**config.mk**
```make
export PLATFORM = sky130hd
export DESIGN_NAME = fix_sink_list
export DESIGN_NICKNAME = d
export VERILOG_FILES = /design/src/rtl/fix_sink_list_pkg.sv /design/src/rtl/fix_sink_list_cam.sv /design/src/rtl/fix_sink_list.sv
export SDC_FILE = /design/constraint.sdc
export NUM_CORES = 1
export LEC_CHECK = 0
export ABC_AREA = 1
export BUFFER_PORTS_ARGS = -buffer_cell sky130_fd_sc_hd__buf_2
export CORE_ASPECT_RATIO = 1.4
export CORE_MARGIN = 2
export CORE_UTILIZATION = 63
export DETAILED_ROUTE_END_ITERATION = 10
export MAX_ROUTING_LAYER = met4
export PLACE_DENSITY = 0.86
export SLEW_MARGIN = 40
export SYNTH_ARGS = -nofsm -noshare
export SYNTH_HDL_FRONTEND = slang
export SYNTH_HIERARCHICAL = 1
export SYNTH_SLANG_ARGS = --single-unit
```
**constraint.sdc**
```tcl
create_clock -name clock -period 9 [get_ports clock]
set_input_delay 0.45 -clock clock [delete_from_list [all_inputs] [get_ports clock]]
set_output_delay 0.45 -clock clock [all_outputs]
set_load 0.1 [all_outputs]
```
**src/rtl/fix_sink_list_pkg.sv**
```systemverilog
// Shared constants for the cluster-aggregation chain: memory map, table sizes, FSM encoding
// and small address/clamp helpers.
package fix_sink_list_pkg;

  localparam int unsigned WORD_WIDTH    = 16;
  localparam int unsigned ADDR_WIDTH    = 11;
  localparam int unsigned MAX_SINKS     = 16;
  localparam int unsigned MAX_NEIGHBORS = 64;
  localparam int unsigned SINKS_PER_NBR = 8;

  localparam int unsigned CNT_WIDTH  = 5;
  localparam int unsigned IDX_WIDTH  = 4;
  localparam int unsigned NBR_WIDTH  = 7;
  localparam int unsigned SLOT_WIDTH = 4;

  localparam logic [ADDR_WIDTH-1:0] KNOWN_SINKS_BASE = 11'h008;
  localparam logic [ADDR_WIDTH-1:0] SINK_IDS_BASE    = 11'h248;
  localparam logic [ADDR_WIDTH-1:0] KSINK_CNT_ADDR   = 11'h688;
  localparam logic [ADDR_WIDTH-1:0] NBR_CNT_ADDR     = 11'h68A;
  localparam logic [ADDR_WIDTH-1:0] SINKID_CNT_BASE  = 11'h68E;

  typedef enum logic [3:0] {
    StIdle,
    StRdNcnt,
    StWNcnt,
    StRdScnt,
    StWScnt,
    StRdSid,
    StWSid,
    StAppend,
    StWrKcnt,
    StDone
  } fsl_state_e;

  function automatic logic [NBR_WIDTH-1:0] clamp_nbr(input logic [WORD_WIDTH-1:0] v);
    return (v > WORD_WIDTH'(MAX_NEIGHBORS)) ? NBR_WIDTH'(MAX_NEIGHBORS) : v[NBR_WIDTH-1:0];
  endfunction

  function automatic logic [SLOT_WIDTH-1:0] clamp_slot(input logic [WORD_WIDTH-1:0] v);
    return (v > WORD_WIDTH'(SINKS_PER_NBR)) ? SLOT_WIDTH'(SINKS_PER_NBR) : v[SLOT_WIDTH-1:0];
  endfunction

  function automatic logic [ADDR_WIDTH-1:0] scnt_addr(input logic [NBR_WIDTH-1:0] n);
    return SINKID_CNT_BASE + {3'b000, n, 1'b0};
  endfunction

  // n never exceeds 63 while scanning, so n<<4 stays inside the 11-bit space.
  function automatic logic [ADDR_WIDTH-1:0] sid_addr(input logic [NBR_WIDTH-1:0] n,
                                                     input logic [SLOT_WIDTH-1:0] k);
    return SINK_IDS_BASE + {n, 4'b0000} + {6'b000000, k, 1'b0};
  endfunction

  function automatic logic [ADDR_WIDTH-1:0] ks_addr(input logic [CNT_WIDTH-1:0] c);
    return KNOWN_SINKS_BASE + {5'b00000, c, 1'b0};
  endfunction

endpackage

```
**src/rtl/fix_sink_list_cam.sv**
```systemverilog
// Small CAM holding the de-duplicated sink IDs: parallel match against valid entries,
// in-order append, clear on restart.
module fix_sink_list_cam
  import fix_sink_list_pkg::*;
(
  input  logic                  clock,
  input  logic                  rst,
  input  logic                  i_clear,
  input  logic                  i_append,
  input  logic [WORD_WIDTH-1:0] i_id,
  input  logic [WORD_WIDTH-1:0] i_query,
  output logic                  o_match,
  output logic                  o_full,
  output logic [CNT_WIDTH-1:0]  o_count
);

  logic [WORD_WIDTH-1:0] r_table [MAX_SINKS];
  logic [CNT_WIDTH-1:0]  r_count;

  always_ff @(posedge clock or posedge rst) begin
    if (rst) begin
      r_count <= '0;
      for (int i = 0; i < int'(MAX_SINKS); i++) r_table[i] <= '0;
    end else if (i_clear) begin
      r_count <= '0;
      for (int i = 0; i < int'(MAX_SINKS); i++) r_table[i] <= '0;
    end else if (i_append && !o_full) begin
      r_table[r_count[IDX_WIDTH-1:0]] <= i_id;
      r_count                         <= r_count + 1'b1;
    end
  end

  always_comb begin
    o_match = 1'b0;
    for (int i = 0; i < int'(MAX_SINKS); i++) begin
      if ((CNT_WIDTH'(i) < r_count) && (r_table[i] == i_query)) o_match = 1'b1;
    end
  end

  assign o_full  = (r_count == CNT_WIDTH'(MAX_SINKS));
  assign o_count = r_count;

endmodule

```
**src/rtl/fix_sink_list.sv**
```systemverilog
// Walks every neighbour's sinkIDs list in shared memory and builds the de-duplicated
// knownSinks table plus its count, then holds done until the next accepted start.
module fix_sink_list
  import fix_sink_list_pkg::*;
(
  input  logic                  clock,
  input  logic                  rst,
  input  logic                  en,
  output logic [ADDR_WIDTH-1:0] address,
  output logic                  wr_en,
  input  logic [WORD_WIDTH-1:0] mem_data_out,
  output logic [WORD_WIDTH-1:0] mem_data_in,
  output logic [CNT_WIDTH-1:0]  known_sink_count,
  output logic                  sink_overflow,
  output logic                  done_fixSinkList
);

  fsl_state_e r_state, w_next;

  logic [NBR_WIDTH-1:0]  r_ncnt, r_nbr, w_ncnt_in;
  logic [SLOT_WIDTH-1:0] r_scnt, r_slot, w_scnt_in;
  logic [WORD_WIDTH-1:0] r_sid;
  logic                  r_overflow;
  logic                  w_accept, w_match, w_full, w_append, w_new_id, w_advance;
  logic                  w_last_slot, w_last_nbr;
  logic [CNT_WIDTH-1:0]  w_count;

  assign w_accept    = en && ((r_state == StIdle) || (r_state == StDone));
  assign w_ncnt_in   = clamp_nbr(mem_data_out);
  assign w_scnt_in   = clamp_slot(mem_data_out);
  assign w_append    = (r_state == StAppend);
  assign w_new_id    = (r_state == StWSid) && !w_match;
  assign w_advance   = ((r_state == StWSid) && (w_match || w_full)) || w_append;
  assign w_last_slot = ((r_slot + SLOT_WIDTH'(1)) == r_scnt);
  assign w_last_nbr  = ((r_nbr + NBR_WIDTH'(1)) == r_ncnt);

  fix_sink_list_cam u_cam (
    .clock    (clock),
    .rst      (rst),
    .i_clear  (w_accept),
    .i_append (w_append),
    .i_id     (r_sid),
    .i_query  (mem_data_out),
    .o_match  (w_match),
    .o_full   (w_full),
    .o_count  (w_count)
  );

  always_ff @(posedge clock or posedge rst) begin
    if (rst) r_state <= StIdle;
    else     r_state <= w_next;
  end

  always_comb begin
    w_next = r_state;
    unique case (r_state)
      StIdle, StDone: if (en) w_next = StRdNcnt;
      StRdNcnt:       w_next = StWNcnt;
      StWNcnt:        w_next = (w_ncnt_in == '0) ? StWrKcnt : StRdScnt;
      StRdScnt:       w_next = StWScnt;
      StWScnt: begin
        if (w_scnt_in != '0) w_next = StRdSid;
        else                 w_next = w_last_nbr ? StWrKcnt : StRdScnt;
      end
      StRdSid:        w_next = StWSid;
      StWSid, StAppend: begin
        if (w_new_id && !w_full)  w_next = StAppend;
        else if (!w_last_slot)    w_next = StRdSid;
        else                      w_next = w_last_nbr ? StWrKcnt : StRdScnt;
      end
      StWrKcnt:       w_next = StDone;
      default:        w_next = StIdle;
    endcase
  end

  always_comb begin
    address          = '0;
    wr_en            = 1'b0;
    mem_data_in      = '0;
    done_fixSinkList = 1'b0;
    unique case (r_state)
      StRdNcnt: address = NBR_CNT_ADDR;
      StRdScnt: address = scnt_addr(r_nbr);
      StRdSid:  address = sid_addr(r_nbr, r_slot);
      StAppend: begin
        wr_en       = 1'b1;
        address     = ks_addr(w_count);
        mem_data_in = r_sid;
      end
      StWrKcnt: begin
        wr_en       = 1'b1;
        address     = KSINK_CNT_ADDR;
        mem_data_in = {{(WORD_WIDTH - CNT_WIDTH){1'b0}}, w_count};
      end
      StDone:   done_fixSinkList = 1'b1;
      default:  ;
    endcase
  end

  always_ff @(posedge clock or posedge rst) begin
    if (rst) begin
      r_ncnt     <= '0;
      r_nbr      <= '0;
      r_scnt     <= '0;
      r_slot     <= '0;
      r_sid      <= '0;
      r_overflow <= 1'b0;
    end else if (w_accept) begin
      r_ncnt     <= '0;
      r_nbr      <= '0;
      r_scnt     <= '0;
      r_slot     <= '0;
      r_sid      <= '0;
      r_overflow <= 1'b0;
    end else begin
      if (r_state == StWNcnt) begin
        r_ncnt <= w_ncnt_in;
        r_nbr  <= '0;
      end
      if (r_state == StWScnt) begin
        r_scnt <= w_scnt_in;
        r_slot <= '0;
        if (w_scnt_in == '0) r_nbr <= r_nbr + NBR_WIDTH'(1);
      end
      if (r_state == StWSid) r_sid <= mem_data_out;
      if (w_new_id && w_full) r_overflow <= 1'b1;
      if (w_advance) begin
        if (w_last_slot) r_nbr  <= r_nbr + NBR_WIDTH'(1);
        else             r_slot <= r_slot + SLOT_WIDTH'(1);
      end
    end
  end

  assign known_sink_count = w_count;
  assign sink_overflow    = r_overflow;

endmodule

```
==> results of run 1 <==
-- logic make-up (layout without fill, tap and decap cells) --
kind of cell / after synthesis / count (layout) / share of synthesized area
fa+ha+maj: 10 / 10 / 0.00797
other cells: 1 / 2 / 0.000225
compound gates: 402 / 402 / 0.139
simple gates: 959 / 959 / 0.245
buf+inv: 370 / 377 / 0.0924
flops: 304 / 304 / 0.457
xor+xnor: 110 / 110 / 0.0579
-- layer usage --
layer | wire [um] | up-vias | track usage
met3 | 6320 | 384 | 0.0866
met2 | 25200 | 1186 | 0.628
li1 | - | 6968 | -
met4 | 5650 | 0 | 0.338
met5 | 0 | - | -
met1 | 19100 | 7521 | 0.491
-- power breakdown --
group          switching [uW]  total (uW)  internal [uW]
clock                     558        1310            752
sequential                168        1690           1520
combinational            1350        1700            355
total                    2070        4700           2630
-- layout make-up --
| type | count | share of cell area |
|---|---|---|
| Timing Repair Buffer | 71 | 0.0230 |
| Tap cell | 324 | 0.0226 |
| Inverter | 251 | 0.0535 |
| Clock inverter | 13 | 0.00732 |
| Sequential cell | 304 | 0.424 |
| Clock buffer | 42 | 0.0500 |
| Antenna cell | 1 | 0.000139 |
| Multi-Input combinational cell | 1482 | 0.419 |
-- placed cells by master (no fill, tap or decap), types with 5 or more instances in the layout --
cell type / synthesis / layout
nand2_2: 6 / 18
inv_1: 232 / 230
buf_2: 62 / 52
nor3_1: 11 / 11
o21ai_1: 5 / 5
a22oi_1: 14 / 14
inv_2: 8 / 8
ha_1: 9 / 9
o21ai_2: 5 / 5
clkinv_2: 0 / 6
clkbuf_16: 0 / 31
xor2_1: 79 / 79
nand3_1: 189 / 188
dfrtp_1: 304 / 304
clkinv_1: 10 / 10
a21oi_1: 22 / 22
nand4_1: 19 / 19
clkbuf_8: 0 / 8
o22ai_1: 144 / 144
nor2_1: 200 / 200
o211ai_1: 7 / 7
o21ai_0: 194 / 194
nand2_1: 518 / 506
xnor2_1: 31 / 31
buf_4: 10 / 16
-- critical path, stage by stage (launching register included) --
cell,delay (ns)
dfrtp_1,0.51
inv_2,0.15
o21ai_2,0.19
a21oi_2,0.06
nand2_2,0.25
inv_2,0.12
inv_4,0.36
buf_4,0.67
nand2_1,0.79
o21ai_0,0.40
-- how the worst max path moves through the flow --
stage | slack [ns] | end | cells after the start | start
3_5_place_dp | 5.00 | r_nbr[0] | 20 | mem_data_out[7]
3_3_place_gp | 5.10 | r_nbr[0] | 20 | mem_data_out[7]
6_report | 5.33 | u_cam/r_table[162] | 9 | r_state[0]
5_1_grt | 5.14 | u_cam/r_table[162] | 9 | r_state[0]
4_1_cts | 5.46 | u_cam/r_table[162] | 9 | r_state[0]
2_1_floorplan | 1.37 | u_cam/o_count[0] | 1 | rst
-- state kept, by name, summed over array words and instances, names as in the netlist --
| signal | cells |
|---|---|
| r_sid | 16 |
| sink_overflow | 1 |
| r_state | 4 |
| r_nbr | 7 |
| u_cam/r_table | 256 |
| r_ncnt | 7 |
| u_cam/o_count | 5 |
| r_scnt | 4 |
| r_slot | 4 |
-- through the flow --
step / util / cell area, sq um / hold WS [ns] / setup slack (ns)
6_report: 0.690 / 17900 / 0.228 / 5.33
5_1_grt: 0.690 / 17900 / 0.253 / 5.14
4_1_cts: 0.689 / 17900 / 0.219 / 5.46
3_5_place_dp: 0.649 / 16900 / 0.446 / 5.00
3_3_place_gp: 0.648 / 16900 / 0.442 / 5.10
2_1_floorplan: - / 16600 / 0.479 / 1.37
==> run metrics, run 1 <==
outcome=finished clean; Routed WL=roughly 56,000 um; number of global-route vias before repair=roughly 15k; synthesized area=0.0166 sq mm; FF-to-FF setup slack=between 5 and 6 ns; crit path DAT=around 4.1 ns; initial antenna violation count=1; Hold Crit Start=en; Total Power=roughly 4700 uW; GP Congestion=approximately 0.99; top cells by area, synth=dfrtp_1 46%, nand2_1 12%, o21ai_0 5.8%; post-synthesis cell count=between 2k and 2.5k; final setup fails=0; drt drc=0; CP max FO=64; GR Util All Layers=0.420; Tmin final=3.67 ns; Die H=a little under 200 um; Commonest cells post-synth=518 x nand2_1, 304 x dfrtp_1, 232 x inv_1; htree depth=1; sequential fraction of the synthesis area=0.457; wire per inst=about 23 um; Initial Util=0.640; setup_tns=0 ns; postcts setup bufs=0; first-pass GRT wire length=roughly 86,000 um; nets=between 2k and 2.5k; final worst path period share=0.408; Overflow after GRT=0; Post-CTS Hold Buffers=1; CTS Root Cell=clkbuf_16; Std-Cell Rows=70; vias per cell=6.45; WHS Path Cells=5; final instance count without filler cells=roughly 2.5k; worst-skew pair later-pin latency=between 0.5 and 0.6 ns; Seq cells post-synth=roughly 300; worst slew pin tran=approximately 0.95 ns; Distinct cells, synth=42; Slew Limit Fails=0; area of the multi-input gates=around 0.0075 sq mm; Starting DRT DRC Count=just over 2k; Mapped Avg Cell Area=just under 8 sq um; data required time of the worst path=9.46 ns; synth warn=6; final hold vios=0; RSZ-0062 raised after global routing=false; via count=around 16k; Post-CTS Resized=0; Cell Count Post-Placement=around 2.4k; kind of critical path=flop to flop; Detailed Place HPWL=between 30,000 and 40,000 um; TritonCTS clock tree=yes; Worst VDD drop=between 0.3 and 0.4 mV; I/O pins=54; Worst slew margin=0.362; full die area=between 0.02 and 0.03 sq mm; Area growth syn-to-layout=7.86%; PD cells=between 200 and 300 mW/mm^2; Synth top area share=0.457; Reg2Reg Capture Point=u_cam/r_table[162]; IO buf count=52; ys async rst share=1.00; maxcap violations=0; Worst R2R Start=r_state[0]; Critical Path Sink Type=flop; most common cell in the netlist=nand2_1; Initial DRT Pass Iterations=5; fill count=between 2k and 2.5k; net count after synthesis=~2.2k; Post-Route Skew=roughly 0.028 ns; critical path launch point type=flop; R2R depth=9; Worst Hold End=r_state[0]; number of synthesized flops with an enable pin=0; Yosys top cell by area=dfrtp_1; Max Buffers Root-to-Sink=3; clk sinks=304; Die Wd=between 100 and 150 um; largest net degree at the start of global routing=between 100 and 150; Pleak=0.00873 uW; HP Class=primary input to flop; Synth Flop Type=dfrtp_1; TritonCTS Buffers=30; post-route ant nets=0; CTS clock-pin slew for the worst setup and hold paths=0.06 ns; Core Area=0.0260 sq mm; highest clock rate=between 200 and 300 MHz; layout cells sized above 1=0.0814; Sequential cell area=0.00761 sq mm
Note: power is estimated with default switching activity, not from simulation.
==> run 2, diff against run 1 <==
--- a/config.mk
+++ b/config.mk
@@ -9,10 +9,10 @@
 export BUFFER_PORTS_ARGS = -buffer_cell sky130_fd_sc_hd__buf_2
 export CORE_ASPECT_RATIO = 1.4
 export CORE_MARGIN = 2
-export CORE_UTILIZATION = 63
+export CORE_UTILIZATION = 57
 export DETAILED_ROUTE_END_ITERATION = 10
 export MAX_ROUTING_LAYER = met4
-export PLACE_DENSITY = 0.86
+export PLACE_DENSITY = 0.82
 export SLEW_MARGIN = 40
 export SYNTH_ARGS = -nofsm -noshare
 export SYNTH_HDL_FRONTEND = slang
==> constraint.sdc (replaced) <==
create_clock -name clock -period 3 [get_ports clock]
set_input_delay 0.15 -clock clock [delete_from_list [all_inputs] [get_ports clock]]
set_output_delay 0.15 -clock clock [all_outputs]
set_load 0.1 [all_outputs]
==> run metrics, run 2 (synthesis results as in run 1) <==
outcome=finished clean; Worst slew margin=0.502; final instance count without filler cells=2,625; most common cell after layout, fill and taps aside=nand2_1; first-pass GRT wire length=89,500 um; CP max stage cell=nor3_1; fill count=around 2.4k; GR Util All Layers=0.399; wire per inst=about 23 um; Die Wd=~150 um; RSZ-0062 raised after global routing=false; number of global-route vias before repair=around 15k; Initial Util=0.574; worst slew pin tran=roughly 0.75 ns; I/O pins=54; GP Congestion=between 1 and 1.5; Post-Route Skew=0.0305 ns; nets=2,253; ordered cell list for the critical path=inv_2 > nor2_1 > inv_1 > nor3_1 > nor2_1 > o2111ai_1 > buf_2; Pleak=0.00916 uW; Core Area=0.0290 sq mm; clk sinks=304; Detailed Place HPWL=38,600 um; worst-skew pair later-pin latency=about 0.6 ns; switching pwr=between 6000 and 7000 uW; Worst VDD drop=1.06 mV; final worst path period share=0.962; postcts setup bufs=0; Clk network pwr share=0.274; PD cells=~770 mW/mm^2; Critical Path Sink Type=primary output; sequential power share=0.346; Top Registers=u_cam/r_table (256), r_sid (16); setup_tns=0 ns; final setup fails=0; CTS Root Cell=clkbuf_16; kind of critical path=flop to primary output; HP Class=primary input to flop; post-route ant nets=0; Most flops, register=u_cam/r_table; IO buf count=52; hold_ws=slightly below 0.05 ns; Initial DRT Pass Iterations=6; htree depth=1; via count=16.2k; largest net degree at the start of global routing=approximately 120; Std-Cell Rows=between 70 and 80; Routed WL=around 59,000 um; Logic pwr share=0.380; CTS clock-pin slew for the worst setup and hold paths=about 0.070 ns; Largest register FFs=roughly 260; Slew Limit Fails=0; highest clock rate=between 300 and 400 MHz; Tmin final=2.89 ns; TritonCTS Buffers=30; Internal=slightly above 8000 uW; Cell Count Post-Placement=between 2k and 3k; commonest cells after routing, fill and taps aside=518 x nand2_1, 303 x dfrtp_1, 230 x inv_1; Max Buffers Root-to-Sink=3; critical path launch point type=flop; WHS Path Cells=4; Area growth syn-to-layout=12.8%; full die area=between 0.03 and 0.04 sq mm; Die H=206 um; CP max FO=7; initial antenna violation count=1; CP most frequent cell=nor2_1; data required time of the worst path=roughly 2.9 ns; maxcap violations=0; Crit path largest cell delay=0.52 ns; Overflow after GRT=0; drt drc=0; Sw Share=0.436; final hold vios=0; TritonCTS clock tree=yes; crit path DAT=around 2.7 ns; layout cells sized above 1=0.107; vias per cell=6.16; R2R depth=16; Starting DRT DRC Count=1,940
run 2: cell count changes in the layout (fill, tap and decap cells not counted), sizes merged:
cell,delta
inv,-1
buf,+79
clkinv,-3
dlygate4sd3,+4
diode,+2
bufinv,+1
clkinvlp,-2
clkbuf,+1
run 2: stage by stage:
stage	area, sq um	utilization	worst slack, ns	total power (uW)
6_report	18800	0.647	0.114	14500
2_1_floorplan	16700	-	-0.592	8680
3_3_place_gp	17700	0.610	0.211	10300
5_1_grt	18800	0.647	0.00896	15000
3_5_place_dp	17700	0.610	0.214	10400
4_1_cts	18800	0.647	0.0503	14300
run 2: path summary, 6_finish.rpt:
kind / slack, ns / startpoint / to
worst max-delay path: 0.11 / r_state[0] / address[3]
worst min-delay path: 0.05 / mem_data_out[0] / r_sid[0]
worst max register to register: 0.17 / u_cam/o_count[4] / r_nbr[5]
worst min register to register: 0.52 / r_sid[14] / r_sid[14]
max in group asynchronous: 1.99 / rst / u_cam/r_table[17]
min in group asynchronous: 0.27 / rst / r_sid[8]
run 2: critical path, delay by kind of cell, from the launching register on:
kind	cells	cell delay [ns]
AND/OR/NAND/NOR	3	0.85
buffers and inverters	3	0.68
AO/OA/AOI/OAI	1	0.13
flip-flops	1	0.50
run 2: cell type report:
| type | instances | area (sq um) | share of cell area |
|---|---|---|---|
| diodes | 3 | 7.51 | 0.000400 |
| clock buffers | 42 | 886 | 0.0472 |
| clock inverters | 8 | 133 | 0.00707 |
| inverters | 251 | 951 | 0.0507 |
| multi-input cells | 1482 | 7500 | 0.400 |
| flip-flops and latches | 304 | 7610 | 0.405 |
| well taps | 380 | 475 | 0.0253 |
| repair buffers | 155 | 1200 | 0.0639 |
run 2: repair_timing:
| action | in CTS | in global routing |
|---|---|---|
| resized for setup | 0 | 2 |
| setup endpoints to repair | 0 | 2 |
| hold buffers | 5 | 0 |
| hold endpoints to repair | 310 | 0 |
run 2: power by group through the flow:
stage	logic (uW)	clock network (uW)	registers (uW)
6_report	5500	3960	5010
5_1_grt	5790	4120	5050
4_1_cts	5360	3960	4990
3_5_place_dp	5330	0	5060
3_3_place_gp	5310	0	5040
2_1_floorplan	3600	0	5080
run 2: per-layer routing:
layer  vias to the layer above  routed length (um)  GRT usage
met5                         -                   0          -
met4                         0                4770      0.261
met3                       335                6290     0.0724
met2                      1023               26700      0.614
met1                      7652               21500      0.486
li1                       7155                   -          -
